`src/rtl/ex_stage_md.sv`:
```
// ex_stage_md -- execute stage with operand forwarding and an iterative
// multiply/divide unit owning the HI/LO registers.
//
// Ports (summary):
//   clk, rst_n                      clock, synchronous active-low reset
//   RegDst_ex, ALUCode_ex           destination select, ALU operation
//   ALUSrcA_ex, ALUSrcB_ex          ALU operand muxing (Sa_ex / Imm_ex)
//   Imm_ex, Sa_ex                   immediate and shift amount
//   Rs/Rt/RdAddr_ex, Rs/RtData_ex   register addresses and file read data
//   ALUResult_mem, RegWriteData_wb  forwarding values from MEM / WB
//   RegWriteAddr_*, RegWrite_*      forwarding addresses / enables
//   md_start, md_op                 start MULT/MULTU/DIV/DIVU
//   md_rd_hi/lo, md_wr_hi/lo        MFHI/MFLO, MTHI/MTLO
//   RegWriteAddr_ex, ALUResult_ex   destination and result
//   MemWriteData_ex, ALU_A, ALU_B   forwarded Rt, ALU operands
//   md_stall                        freeze IF/ID/EX while the unit is busy
//   hi_q, lo_q                      architectural HI/LO
module ex_stage_md #(
    parameter int DATA_W    = 32,
    parameter int ADDR_W    = 5,
    parameter int ALUCODE_W = 5
) (
    input  logic                 clk,
    input  logic                 rst_n,
    input  logic                 RegDst_ex,
    input  logic [ALUCODE_W-1:0] ALUCode_ex,
    input  logic                 ALUSrcA_ex,
    input  logic                 ALUSrcB_ex,
    input  logic [DATA_W-1:0]    Imm_ex,
    input  logic [DATA_W-1:0]    Sa_ex,
    input  logic [ADDR_W-1:0]    RsAddr_ex,
    input  logic [ADDR_W-1:0]    RtAddr_ex,
    input  logic [ADDR_W-1:0]    RdAddr_ex,
    input  logic [DATA_W-1:0]    RsData_ex,
    input  logic [DATA_W-1:0]    RtData_ex,
    input  logic [DATA_W-1:0]    ALUResult_mem,
    input  logic [DATA_W-1:0]    RegWriteData_wb,
    input  logic [ADDR_W-1:0]    RegWriteAddr_mem,
    input  logic [ADDR_W-1:0]    RegWriteAddr_wb,
    input  logic                 RegWrite_mem,
    input  logic                 RegWrite_wb,
    input  logic                 md_start,
    input  logic [1:0]           md_op,
    input  logic                 md_rd_hi,
    input  logic                 md_rd_lo,
    input  logic                 md_wr_hi,
    input  logic                 md_wr_lo,
    output logic [ADDR_W-1:0]    RegWriteAddr_ex,
    output logic [DATA_W-1:0]    ALUResult_ex,
    output logic [DATA_W-1:0]    MemWriteData_ex,
    output logic [DATA_W-1:0]    ALU_A,
    output logic [DATA_W-1:0]    ALU_B,
    output logic                 md_stall,
    output logic [DATA_W-1:0]    hi_q,
    output logic [DATA_W-1:0]    lo_q
);

    localparam int CNT_W = $clog2(DATA_W + 1);
    localparam int SH_W  = $clog2(DATA_W);
    localparam logic [CNT_W-1:0] CNT_INIT = CNT_W'(DATA_W);
    localparam logic [CNT_W-1:0] CNT_ONE  = CNT_W'(1'b1);

    // ALU operation codes as used by the decoder.
    localparam logic [ALUCODE_W-1:0] ALU_ADD  = ALUCODE_W'(4'd0);
    localparam logic [ALUCODE_W-1:0] ALU_ADDU = ALUCODE_W'(4'd1);
    localparam logic [ALUCODE_W-1:0] ALU_SUB  = ALUCODE_W'(4'd2);
    localparam logic [ALUCODE_W-1:0] ALU_SUBU = ALUCODE_W'(4'd3);
    localparam logic [ALUCODE_W-1:0] ALU_AND  = ALUCODE_W'(4'd4);
    localparam logic [ALUCODE_W-1:0] ALU_OR   = ALUCODE_W'(4'd5);
    localparam logic [ALUCODE_W-1:0] ALU_XOR  = ALUCODE_W'(4'd6);
    localparam logic [ALUCODE_W-1:0] ALU_NOR  = ALUCODE_W'(4'd7);
    localparam logic [ALUCODE_W-1:0] ALU_SLT  = ALUCODE_W'(4'd8);
    localparam logic [ALUCODE_W-1:0] ALU_SLTU = ALUCODE_W'(4'd9);
    localparam logic [ALUCODE_W-1:0] ALU_SLL  = ALUCODE_W'(4'd10);
    localparam logic [ALUCODE_W-1:0] ALU_SRL  = ALUCODE_W'(4'd11);
    localparam logic [ALUCODE_W-1:0] ALU_SRA  = ALUCODE_W'(4'd12);
    localparam logic [ALUCODE_W-1:0] ALU_LUI  = ALUCODE_W'(4'd13);

    typedef enum logic [1:0] {
        MD_IDLE = 2'd0,
        MD_BUSY = 2'd1,
        MD_DONE = 2'd2
    } md_state_e;

    // MEM has priority over WB; register 0 is never forwarded.
    function automatic logic [DATA_W-1:0] fwd_sel(
        input logic [ADDR_W-1:0] src,
        input logic [DATA_W-1:0] rf_val,
        input logic              we_mem,
        input logic [ADDR_W-1:0] addr_mem,
        input logic [DATA_W-1:0] val_mem,
        input logic              we_wb,
        input logic [ADDR_W-1:0] addr_wb,
        input logic [DATA_W-1:0] val_wb
    );
        if (we_mem && (addr_mem != '0) && (addr_mem == src)) begin
            return val_mem;
        end else if (we_wb && (addr_wb != '0) && (addr_wb == src)) begin
            return val_wb;
        end else begin
            return rf_val;
        end
    endfunction

    md_state_e          state_q, state_d;
    logic [CNT_W-1:0]   cnt_q, cnt_d;
    logic [1:0]         op_q, op_d;
    logic [DATA_W-1:0]  a_q, a_d;          // raw dividend, reused as HI on divide-by-zero
    logic [DATA_W-1:0]  b_q, b_d;          // divisor / multiplicand magnitude
    logic [DATA_W:0]    acc_hi_q, acc_hi_d;
    logic [DATA_W-1:0]  acc_lo_q, acc_lo_d;
    logic               neg_res_q, neg_res_d;
    logic               neg_rem_q, neg_rem_d;
    logic               div0_q, div0_d;
    logic [DATA_W-1:0]  hi_d, lo_d;

    logic [DATA_W-1:0]   rs_fwd_s, rt_fwd_s;
    logic [DATA_W-1:0]   alu_res_s;
    logic [SH_W-1:0]     shamt_s;
    logic                md_signed_s;
    logic                md_stall_s;
    logic [DATA_W:0]     mul_sum_s, div_sh_s, div_trial_s;
    logic [DATA_W:0]     step_hi_s;
    logic [DATA_W-1:0]   step_lo_s;
    logic [2*DATA_W-1:0] prod_s, prod_fix_s;
    logic [DATA_W-1:0]   rem_mag_s;
    logic [DATA_W-1:0]   res_hi_s, res_lo_s;

    // Operand forwarding, ALU operand muxing and destination select.
    always_comb begin
        rs_fwd_s = fwd_sel(RsAddr_ex, RsData_ex, RegWrite_mem, RegWriteAddr_mem,
                           ALUResult_mem, RegWrite_wb, RegWriteAddr_wb, RegWriteData_wb);
        rt_fwd_s = fwd_sel(RtAddr_ex, RtData_ex, RegWrite_mem, RegWriteAddr_mem,
                           ALUResult_mem, RegWrite_wb, RegWriteAddr_wb, RegWriteData_wb);
        if (ALUSrcA_ex) ALU_A = Sa_ex;  else ALU_A = rs_fwd_s;
        if (ALUSrcB_ex) ALU_B = Imm_ex; else ALU_B = rt_fwd_s;
        if (RegDst_ex) RegWriteAddr_ex = RdAddr_ex; else RegWriteAddr_ex = RtAddr_ex;
        MemWriteData_ex = rt_fwd_s;
    end

    // ALU proper; shifts move ALU_B by the low bits of ALU_A.
    always_comb begin
        shamt_s   = ALU_A[SH_W-1:0];
        alu_res_s = '0;
        case (ALUCode_ex)
            ALU_ADD, ALU_ADDU: alu_res_s = ALU_A + ALU_B;
            ALU_SUB, ALU_SUBU: alu_res_s = ALU_A - ALU_B;
            ALU_AND:  alu_res_s = ALU_A & ALU_B;
            ALU_OR:   alu_res_s = ALU_A | ALU_B;
            ALU_XOR:  alu_res_s = ALU_A ^ ALU_B;
            ALU_NOR:  alu_res_s = ~(ALU_A | ALU_B);
            ALU_SLT:  alu_res_s = {{(DATA_W-1){1'b0}}, ($signed(ALU_A) < $signed(ALU_B))};
            ALU_SLTU: alu_res_s = {{(DATA_W-1){1'b0}}, (ALU_A < ALU_B)};
            ALU_SLL:  alu_res_s = ALU_B << shamt_s;
            ALU_SRL:  alu_res_s = ALU_B >> shamt_s;
            ALU_SRA:  alu_res_s = $signed(ALU_B) >>> shamt_s;
            ALU_LUI:  alu_res_s = {ALU_B[DATA_W/2-1:0], {(DATA_W/2){1'b0}}};
            default:  alu_res_s = '0;
        endcase
    end

    // Result mux: MFHI/MFLO replace the ALU result unless a start is present.
    always_comb begin
        if (md_rd_hi && !md_start) begin
            ALUResult_ex = hi_q;
        end else if (md_rd_lo && !md_start) begin
            ALUResult_ex = lo_q;
        end else begin
            ALUResult_ex = alu_res_s;
        end
    end

    // Stall while starting or iterating; HI/LO accesses in that window wait too.
    always_comb begin
        md_stall_s = ((state_q == MD_IDLE) && md_start)
                   || (state_q == MD_BUSY)
                   || (((state_q == MD_BUSY) || ((state_q == MD_IDLE) && md_start))
                       && (md_rd_hi || md_rd_lo || md_wr_hi || md_wr_lo));
        if (rst_n) begin
            md_stall = md_stall_s;
        end else begin
            md_stall = 1'b0;
        end
    end

    // One radix-2 step: shift-add multiply or restoring divide, on magnitudes.
    always_comb begin
        mul_sum_s   = acc_hi_q + (acc_lo_q[0] ? {1'b0, b_q} : '0);
        div_sh_s    = {acc_hi_q[DATA_W-1:0], acc_lo_q[DATA_W-1]};
        div_trial_s = div_sh_s - {1'b0, b_q};
        if (op_q[1]) begin
            if (!div_trial_s[DATA_W]) begin
                step_hi_s = div_trial_s;
                step_lo_s = {acc_lo_q[DATA_W-2:0], 1'b1};
            end else begin
                step_hi_s = div_sh_s;
                step_lo_s = {acc_lo_q[DATA_W-2:0], 1'b0};
            end
        end else begin
            step_hi_s = {1'b0, mul_sum_s[DATA_W:1]};
            step_lo_s = {mul_sum_s[0], acc_lo_q[DATA_W-1:1]};
        end
    end

    // Sign correction of the final step; divide-by-zero bypasses it.
    always_comb begin
        prod_s     = {step_hi_s[DATA_W-1:0], step_lo_s};
        prod_fix_s = neg_res_q ? -prod_s : prod_s;
        rem_mag_s  = step_hi_s[DATA_W-1:0];
        if (!op_q[1]) begin
            res_hi_s = prod_fix_s[2*DATA_W-1:DATA_W];
            res_lo_s = prod_fix_s[DATA_W-1:0];
        end else if (div0_q) begin
            res_hi_s = a_q;
            res_lo_s = '1;
        end else begin
            res_hi_s = neg_rem_q ? -rem_mag_s : rem_mag_s;
            res_lo_s = neg_res_q ? -step_lo_s : step_lo_s;
        end
    end

    // Multiply/divide sequencing and HI/LO update.
    always_comb begin
        state_d     = state_q;
        cnt_d       = cnt_q;
        op_d        = op_q;
        a_d         = a_q;
        b_d         = b_q;
        acc_hi_d    = acc_hi_q;
        acc_lo_d    = acc_lo_q;
        neg_res_d   = neg_res_q;
        neg_rem_d   = neg_rem_q;
        div0_d      = div0_q;
        hi_d        = hi_q;
        lo_d        = lo_q;
        md_signed_s = !md_op[0];
        case (state_q)
            MD_IDLE, MD_DONE: begin
                if ((state_q == MD_IDLE) && md_start) begin
                    state_d   = MD_BUSY;
                    cnt_d     = CNT_INIT;
                    op_d      = md_op;
                    a_d       = rs_fwd_s;
                    b_d       = (md_signed_s && rt_fwd_s[DATA_W-1]) ? -rt_fwd_s : rt_fwd_s;
                    acc_hi_d  = '0;
                    acc_lo_d  = (md_signed_s && rs_fwd_s[DATA_W-1]) ? -rs_fwd_s : rs_fwd_s;
                    neg_res_d = md_signed_s && (rs_fwd_s[DATA_W-1] ^ rt_fwd_s[DATA_W-1]);
                    neg_rem_d = md_signed_s && rs_fwd_s[DATA_W-1];
                    div0_d    = md_op[1] && (rt_fwd_s == '0);
                end else begin
                    state_d = MD_IDLE;
                    if (!md_stall_s && !md_start && md_wr_hi) hi_d = rs_fwd_s; else hi_d = hi_q;
                    if (!md_stall_s && !md_start && md_wr_lo) lo_d = rs_fwd_s; else lo_d = lo_q;
                end
            end
            MD_BUSY: begin
                acc_hi_d = step_hi_s;
                acc_lo_d = step_lo_s;
                cnt_d    = cnt_q - CNT_ONE;
                if (cnt_q == CNT_ONE) begin
                    hi_d    = res_hi_s;
                    lo_d    = res_lo_s;
                    state_d = MD_DONE;
                end else begin
                    state_d = MD_BUSY;
                end
            end
            default: begin
                state_d = MD_IDLE;
                cnt_d   = '0;
            end
        endcase
    end

    // State registers with synchronous active-low reset.
    always_ff @(posedge clk) begin
        if (!rst_n) begin
            state_q   <= MD_IDLE;
            cnt_q     <= '0;
            op_q      <= 2'b00;
            a_q       <= '0;
            b_q       <= '0;
            acc_hi_q  <= '0;
            acc_lo_q  <= '0;
            neg_res_q <= 1'b0;
            neg_rem_q <= 1'b0;
            div0_q    <= 1'b0;
            hi_q      <= '0;
            lo_q      <= '0;
        end else begin
            state_q   <= state_d;
            cnt_q     <= cnt_d;
            op_q      <= op_d;
            a_q       <= a_d;
            b_q       <= b_d;
            acc_hi_q  <= acc_hi_d;
            acc_lo_q  <= acc_lo_d;
            neg_res_q <= neg_res_d;
            neg_rem_q <= neg_rem_d;
            div0_q    <= div0_d;
            hi_q      <= hi_d;
            lo_q      <= lo_d;
        end
    end

endmodule

```
`config.mk`:
```
export PLATFORM = sky130hd
export DESIGN_NAME = ex_stage_md
export DESIGN_NICKNAME = d
export VERILOG_FILES = /design/src/rtl/ex_stage_md.sv
export SDC_FILE = /design/constraint.sdc
export NUM_CORES = 2
export LEC_CHECK = 0
export ABC_AREA = 1
export ABC_CLOCK_PERIOD_IN_PS = 6000
export BUFFER_PORTS_ARGS = -buffer_cell sky130_fd_sc_hd__buf_4
export CORE_ASPECT_RATIO = 1.4
export CORE_MARGIN = 5
export CORE_UTILIZATION = 33
export DETAILED_ROUTE_END_ITERATION = 10
export PLACE_DENSITY_LB_ADDON = 0.1
export SYNTH_ARGS = -nofsm -noshare
export SYNTH_HDL_FRONTEND = slang
export SYNTH_SLANG_ARGS = --single-unit
```
`constraint.sdc`:
```
create_clock -name clk -period 6 [get_ports clk]
set_input_delay 0.3 -clock clk [delete_from_list [all_inputs] [get_ports clk]]
set_output_delay 0.3 -clock clk [all_outputs]
set_load 0.03 [all_outputs]
```
==> Word level (Yosys, flattened, before mapping) <==
Cells that the tools add are included.
{ "op_classes": {"n_addsub": 10, "order_cmp": 2, "eq_ne": 25, "shifts": 3, "muxes": 42, "bitwise": 5, "reduce_logical": 38} }
{ "op_table": {"columns": ["op", "count"], "rows": [
  ["32-bit 2-to-1 mux", 25],
  ["32-bit case mux with 12 select lines", 1],
  ["32-bit case mux with 2 select lines", 3],
  ["32-bit negation", 4],
  ["33-bit 2-to-1 mux", 3],
  ["33-bit case mux with 2 select lines", 1],
  ["32-bit < comparator", 2],
  ["64-bit 2-to-1 mux", 1],
  ["64-bit negation", 1],
  ["33-bit by 32-bit adder with 33-bit output", 1],
  ["33-bit by 32-bit subtractor with 33-bit output", 1],
  ["32-bit adder", 1],
  ["32-bit bitwise AND", 1],
  ["32-bit zero test", 1],
  ["32-bit inverter", 1],
  ["32-bit OR", 1],
  ["32-bit by 5-bit << shifter with 32-bit output", 1],
  ["32-bit by 5-bit right shift with 32-bit output", 1],
  ["32-bit by 5-bit >>> shifter with 32-bit output", 1],
  ["32-bit subtractor", 1],
  ["32-bit XOR", 1],
  ["5-bit by 4-bit equality test with 1-bit output, second input constant", 6],
  ["5-bit by 3-bit equality test with 1-bit output, second input constant", 4],
  ["5-bit equality test", 4],
  ["25 further kinds", 58]
]} }
{ "totals": {"ff_bits": 206, "inputBits": 236, "output_inout_bits": 198, "elab_cells": 137} }

==> Logic depth before layout (Yosys ltp) <==
{ "logic_depth": {"ltp_word": 11, "ltp_mapped": 39, "ltp_nobuf": 38} }

==> Least setup slack after synthesis <==
No wires, ideal clock.
{ "synth_timing": {"path_type": "input -> output", "from": "input RegWriteAddr_mem[0]", "to": "output ALUResult_ex[26]", "arrival_time_ns": 4.843, "required_ns": 5.700, "slack_ns": 0.857, "stages": 25, "path_buffers": 3, "cell_sequence": "xnor2_1 nand2_1 nor2_1 nand3_2 buf_2 buf_2 o21ai_0 inv_1 o21ai_0 inv_1 ha_1 clkbuf_1 nor2_1 inv_1 nor4_1 nand2_1 nand2_1 a31oi_1 o21ai_1 nand3_1 nand3_1 nand3_1 nand4_1 nand2_1 a21oi_1"} }
{ "synth_via": {"elab_cells_between_ends": 22, "classes_between": "add/sub (2); eq/ne (2); shift (3); mux (7); bitwise (4); reduce/logical (4)"} }
{ "synth_lines": {"columns": ["item", "line", "rtl"], "rows": [
  ["from (decl)", "38", "input logic [ADDR_W-1:0] RegWriteAddr_mem,"],
  ["5-bit nonzero test", "96", "if (we_mem && (addr_mem != '0) && (addr_mem == src)) begin"],
  ["1-bit logical AND", "96", null],
  ["1-bit logical AND *", "96", null],
  ["32-bit 2-to-1 mux *", "96", null],
  ["32-bit 2-to-1 mux *", "135", "if (ALUSrcA_ex) ALU_A = Sa_ex; else ALU_A = rs_fwd_s;"],
  ["named net ALU_A[16]", "51", "output logic [DATA_W-1:0] ALU_A,"],
  ["32-bit subtractor / 32-bit adder (equally long branches)", "147, 146", null],
  ["32-bit case mux with 12 select lines *", "145", "case (ALUCode_ex)"],
  ["32-bit 2-to-1 mux *", "166", "end else if (md_rd_lo && !md_start) begin"],
  ["32-bit 2-to-1 mux *", "164", "if (md_rd_hi && !md_start) begin"],
  ["to (decl)", "49", "output logic [DATA_W-1:0] ALUResult_ex,"]
]} }
Mark *: on every way through the listed nets, which the timed path passes. The rest lies on a longest branch.

==> Worst setup path in the final report <==
{ "layout_timing": {"from": "input RegWriteAddr_mem[0]", "to": "output ALUResult_ex[27]"} }
{ "layout_via": {"elab_chain_len": 10, "elab_cells_between_ends": 22, "classes_between": "add/sub (2); eq/ne (2); shift (3); mux (7); bitwise (4); reduce/logical (4)"} }
{ "layout_rtl": {"columns": ["item", "line"], "rows": [
  ["parallel branches: the longest is 7 deep, another holds 32-bit subtractor", null],
  ["32-bit case mux with 12 select lines *", "145"],
  ["32-bit 2-to-1 mux *", "166"],
  ["32-bit 2-to-1 mux *", "164"]
]} }
Mark *: on every way between the ends.

==> flow_metrics.tcl <==
set metrics [dict create \
    outcome "finished clean" \
    ys.warnings.count 0 \
    drv_cap 0 \
    cts_root_buf "clkbuf_16" \
    clock_skew_ps 44.3 \
    critPathMaxFanout 18 \
    wl_mm 216 \
    r2r_slack_ps 360 \
    setup_viol 0 \
    io_pins 434 \
    die_area_mm2 0.100 \
    drc_errors 0 \
    dpl.hpwl_mm 179 \
    synth_top_area_cell "nand2_1" \
    syn_inst 5773 \
    cts.sinks 205 \
    synth_area_leaders "nand2_1, dfxtp_1, nand3_1, inv_1, a21oi_1" \
    clk_latency_ps 590 \
    cp_data_required_time_ps 5700 \
    grt_max_degree 93 \
    swShare_pct 51.7 \
    worst_pin_slew_ps 1020 \
    antenna_left 0 \
    first_pass_iters 7 \
    core_mm2 0.0937 \
    pwr-share-comb_pct 56.4 \
    syn-num-nets 6186 \
    port_buffers 433 \
    clockBufferDepth 3 \
    critPathKind "in -> out" \
    dpl_cell_area_mm2 0.0365 \
    wl_per_cell_um 29.1 \
    die_y_um 373 \
    vias_per_cell 5.74 \
    gp_congestion 1.09 \
    fmax_mhz 169 \
    clkTransAtPathRegs_ps 60 \
    drive_gt1_share_pct 14.1 \
    seq_area_frac_synth_pct 13.2 \
    synth-seq-cells 205 \
    hold_path.class "in -> reg" \
    syn_area_per_cell_um2 5.38 \
    rsz0062_at_grt "no" \
    cts_tree "done" \
    synth_edf_count 0 \
    yosys_most_used_dff "dfxtp_1" \
    p_per_area_mw_per_mm2 205 \
    layout.nets 6595 \
    cp.arrival_ps 5610 \
    relSlewSlack_pct 31.8 \
    min_period_ps 5910 \
    synthToLayoutAreaGrowth_pct 20.6 \
    numCtsBuffers 23 \
    cts_max_level 1 \
    power_frac_seq_pct 21.8 \
    worstHoldPathCells 3 \
    p_sw_w 0.00398 \
    synthArstFlopShare_pct 0 \
    holdWs_ps 101 \
    ctsHoldBuffers 0 \
    grt_antenna_before_repair 13 \
    pwr-share-clk_pct 21.8 \
    rows 133 \
    slew_viol_final 0 \
    worst_setup_path_start_kind "input pin" \
    track_usage_pct 40.7 \
    drt_iter0_markers 4127 \
    grt_pass1_vias 42000 \
    yosysTopAreaCellShare_pct 18.0 \
    p_leak_nw 19.4 \
    internal-power_w 0.00371 \
    vias 42600 \
    grt_pass1_wl_mm 301 \
    finalHoldViolations 0 \
    synth_area_mm2 0.0311 \
    finalInstanceArea_mm2 0.0375 \
    reg2reg_depth 30 \
    start_util_pct 33.2 \
    grt_overflow_total 0 \
    critPathCaptureType "output port" \
    synth_cell_types 64 \
    fin_crit_sh_pct 98.4 \
    die_w_um 269 \
    vdd_drop_max_v 0.000204 \
]
worst max-delay path, cell delays in order:
cell     delay [ps]
buf_4           130
xnor2_1         170
nand2_1          90
nor2_1          200
nand3_4         270
buf_4           280
buf_4           210
o21ai_0         220
buf_4           270
inv_1           220
o21ai_0         360
inv_1            80
ha_1            430
nor2_1          250
inv_1           100
nor2_1          230
inv_1           100
nor2_1          380
nand3_1         390
nand3_1         230
a21oi_1          80
o21ai_0         140
nand2_1          90
nand2_1         100
a21oi_1          80
buf_4           170
cell type report:
type                    count  area, um2
clock buffers              28        636
clock inverters            14        205
inverters                 819       3080
flip-flops and latches    205       4110
well taps                1215       1520
fillers                 10900      56200
repair buffers            659       5020
multi-input cells        4474      22900
diodes                      8       20.0
layer usage:
metal	track usage, %	share of wire [%]	vias up
met3	5.44	6.0	652
met4	36.1	11	4
li1	-	-	19800
met5	0	0.014	-
met2	70.6	47	2005
met1	43.1	35	20100
synthesized netlist by cell type (17+ instances only):
| library cell | number |
|---|---|
| o21ai_0 | 425 |
| nand3_1 | 679 |
| buf_1 | 32 |
| o211ai_1 | 89 |
| clkbuf_1 | 178 |
| a221oi_1 | 24 |
| nor3_1 | 51 |
| nand2_1 | 1489 |
| a31oi_1 | 42 |
| xor2_1 | 50 |
| buf_2 | 50 |
| inv_1 | 790 |
| xnor2_1 | 20 |
| nand4_1 | 60 |
| inv_2 | 22 |
| or2_2 | 45 |
| a21oi_1 | 451 |
| nand3b_1 | 17 |
| nor2_1 | 517 |
| o22ai_1 | 38 |
| dfxtp_1 | 205 |
| ha_1 | 173 |
| o21ai_1 | 89 |
kinds of logic (layout without fill, tap and decap cells):
group                      after synthesis  after routing  share of synthesized area (%)
DFF                                    205            205                           13.2
other                                    0              8                              0
xor gates and xnor gates                70             70                           1.97
buffers and inverters                 1094           1520                           13.7
and+or+nand+nor                       2946           2946                           40.7
muxes                                    1              1                         0.0322
adders and majority gates              177            177                           7.23
AOI/OAI and AO/OA                     1280           1280                           23.2
worst paths after layout:
path / from / endpoint
hold reg to reg: cnt_q[3] / cnt_q[3]
hold / removal: rst_n / cnt_q[5]
setup reg to reg: acc_hi_q[20] / hi_q[17]
setup / recovery: RegWriteAddr_mem[0] / ALUResult_ex[27]
power by group through the flow:
stage | clock network (W) | registers (W) | logic, W
after floorplan | 0 | 0.00168 | 0.00243
after global placement | 0 | 0.00169 | 0.00423
final | 0.00168 | 0.00168 | 0.00434
after CTS | 0.00170 | 0.00166 | 0.00423
after global routing | 0.00173 | 0.00168 | 0.00464
after detailed placement | 0 | 0.00169 | 0.00421
cells in the final DEF, fill, tap and decap left out, types with 12 or more instances in the layout:
cell       synthesis  layout
nor4_1            12      12
nand4_1           60      60
nand2_2           16      16
or2_2             45      45
o211ai_1          89      89
o2111ai_1         14      14
a22oi_1           16      16
nand3_1          679     678
clkbuf_16          0      24
a221oi_1          24      24
nor2_1           517     511
o21ai_1           89      88
nand2_1         1489    1488
inv_1            790     785
buf_4              9     653
ha_1             173     173
inv_2             22      25
dfxtp_1          205     200
o21ai_0          425     423
a21oi_1          451     451
nand3b_1          17      17
xnor2_1           20      20
a31oi_1           42      42
nor2_2            16      18
o22ai_1           38      38
nor3_1            51      48
xor2_1            50      50
o21ai_2           15      13
flip-flops by register name (all words and copies together) (netlist names):
name and flops:
hi_q 32, op_q 1, div0_q 1, state_q 2, neg_res_q 1, b_q 32, a_q 32, acc_hi_q 33
neg_rem_q 1, lo_q 32, acc_lo_q 32, cnt_q 6
timing repair:
item | CTS | global route
pin swaps | 0 | 1
setup endpoints to repair | 1 | 39
setup buffers | 0 | 1
gates resized for setup | 1 | 19
through the flow:
step	total power (W)	worst slack (ps)	cells	setup TNS [ps]	utilization (%)
after floorplan	0.00411	857	5773	0	-
after global placement	0.00592	-31.2	7371	-31.2	39.0
after detailed placement	0.00590	4.59	7371	0	39.0
after CTS	0.00759	28.3	7413	0	39.9
after global routing	0.00805	1.91	7421	0	40.0
final	0.00769	94.6	7422	0	40.0
No activity file was read; power rests on OpenSTA's default activity.
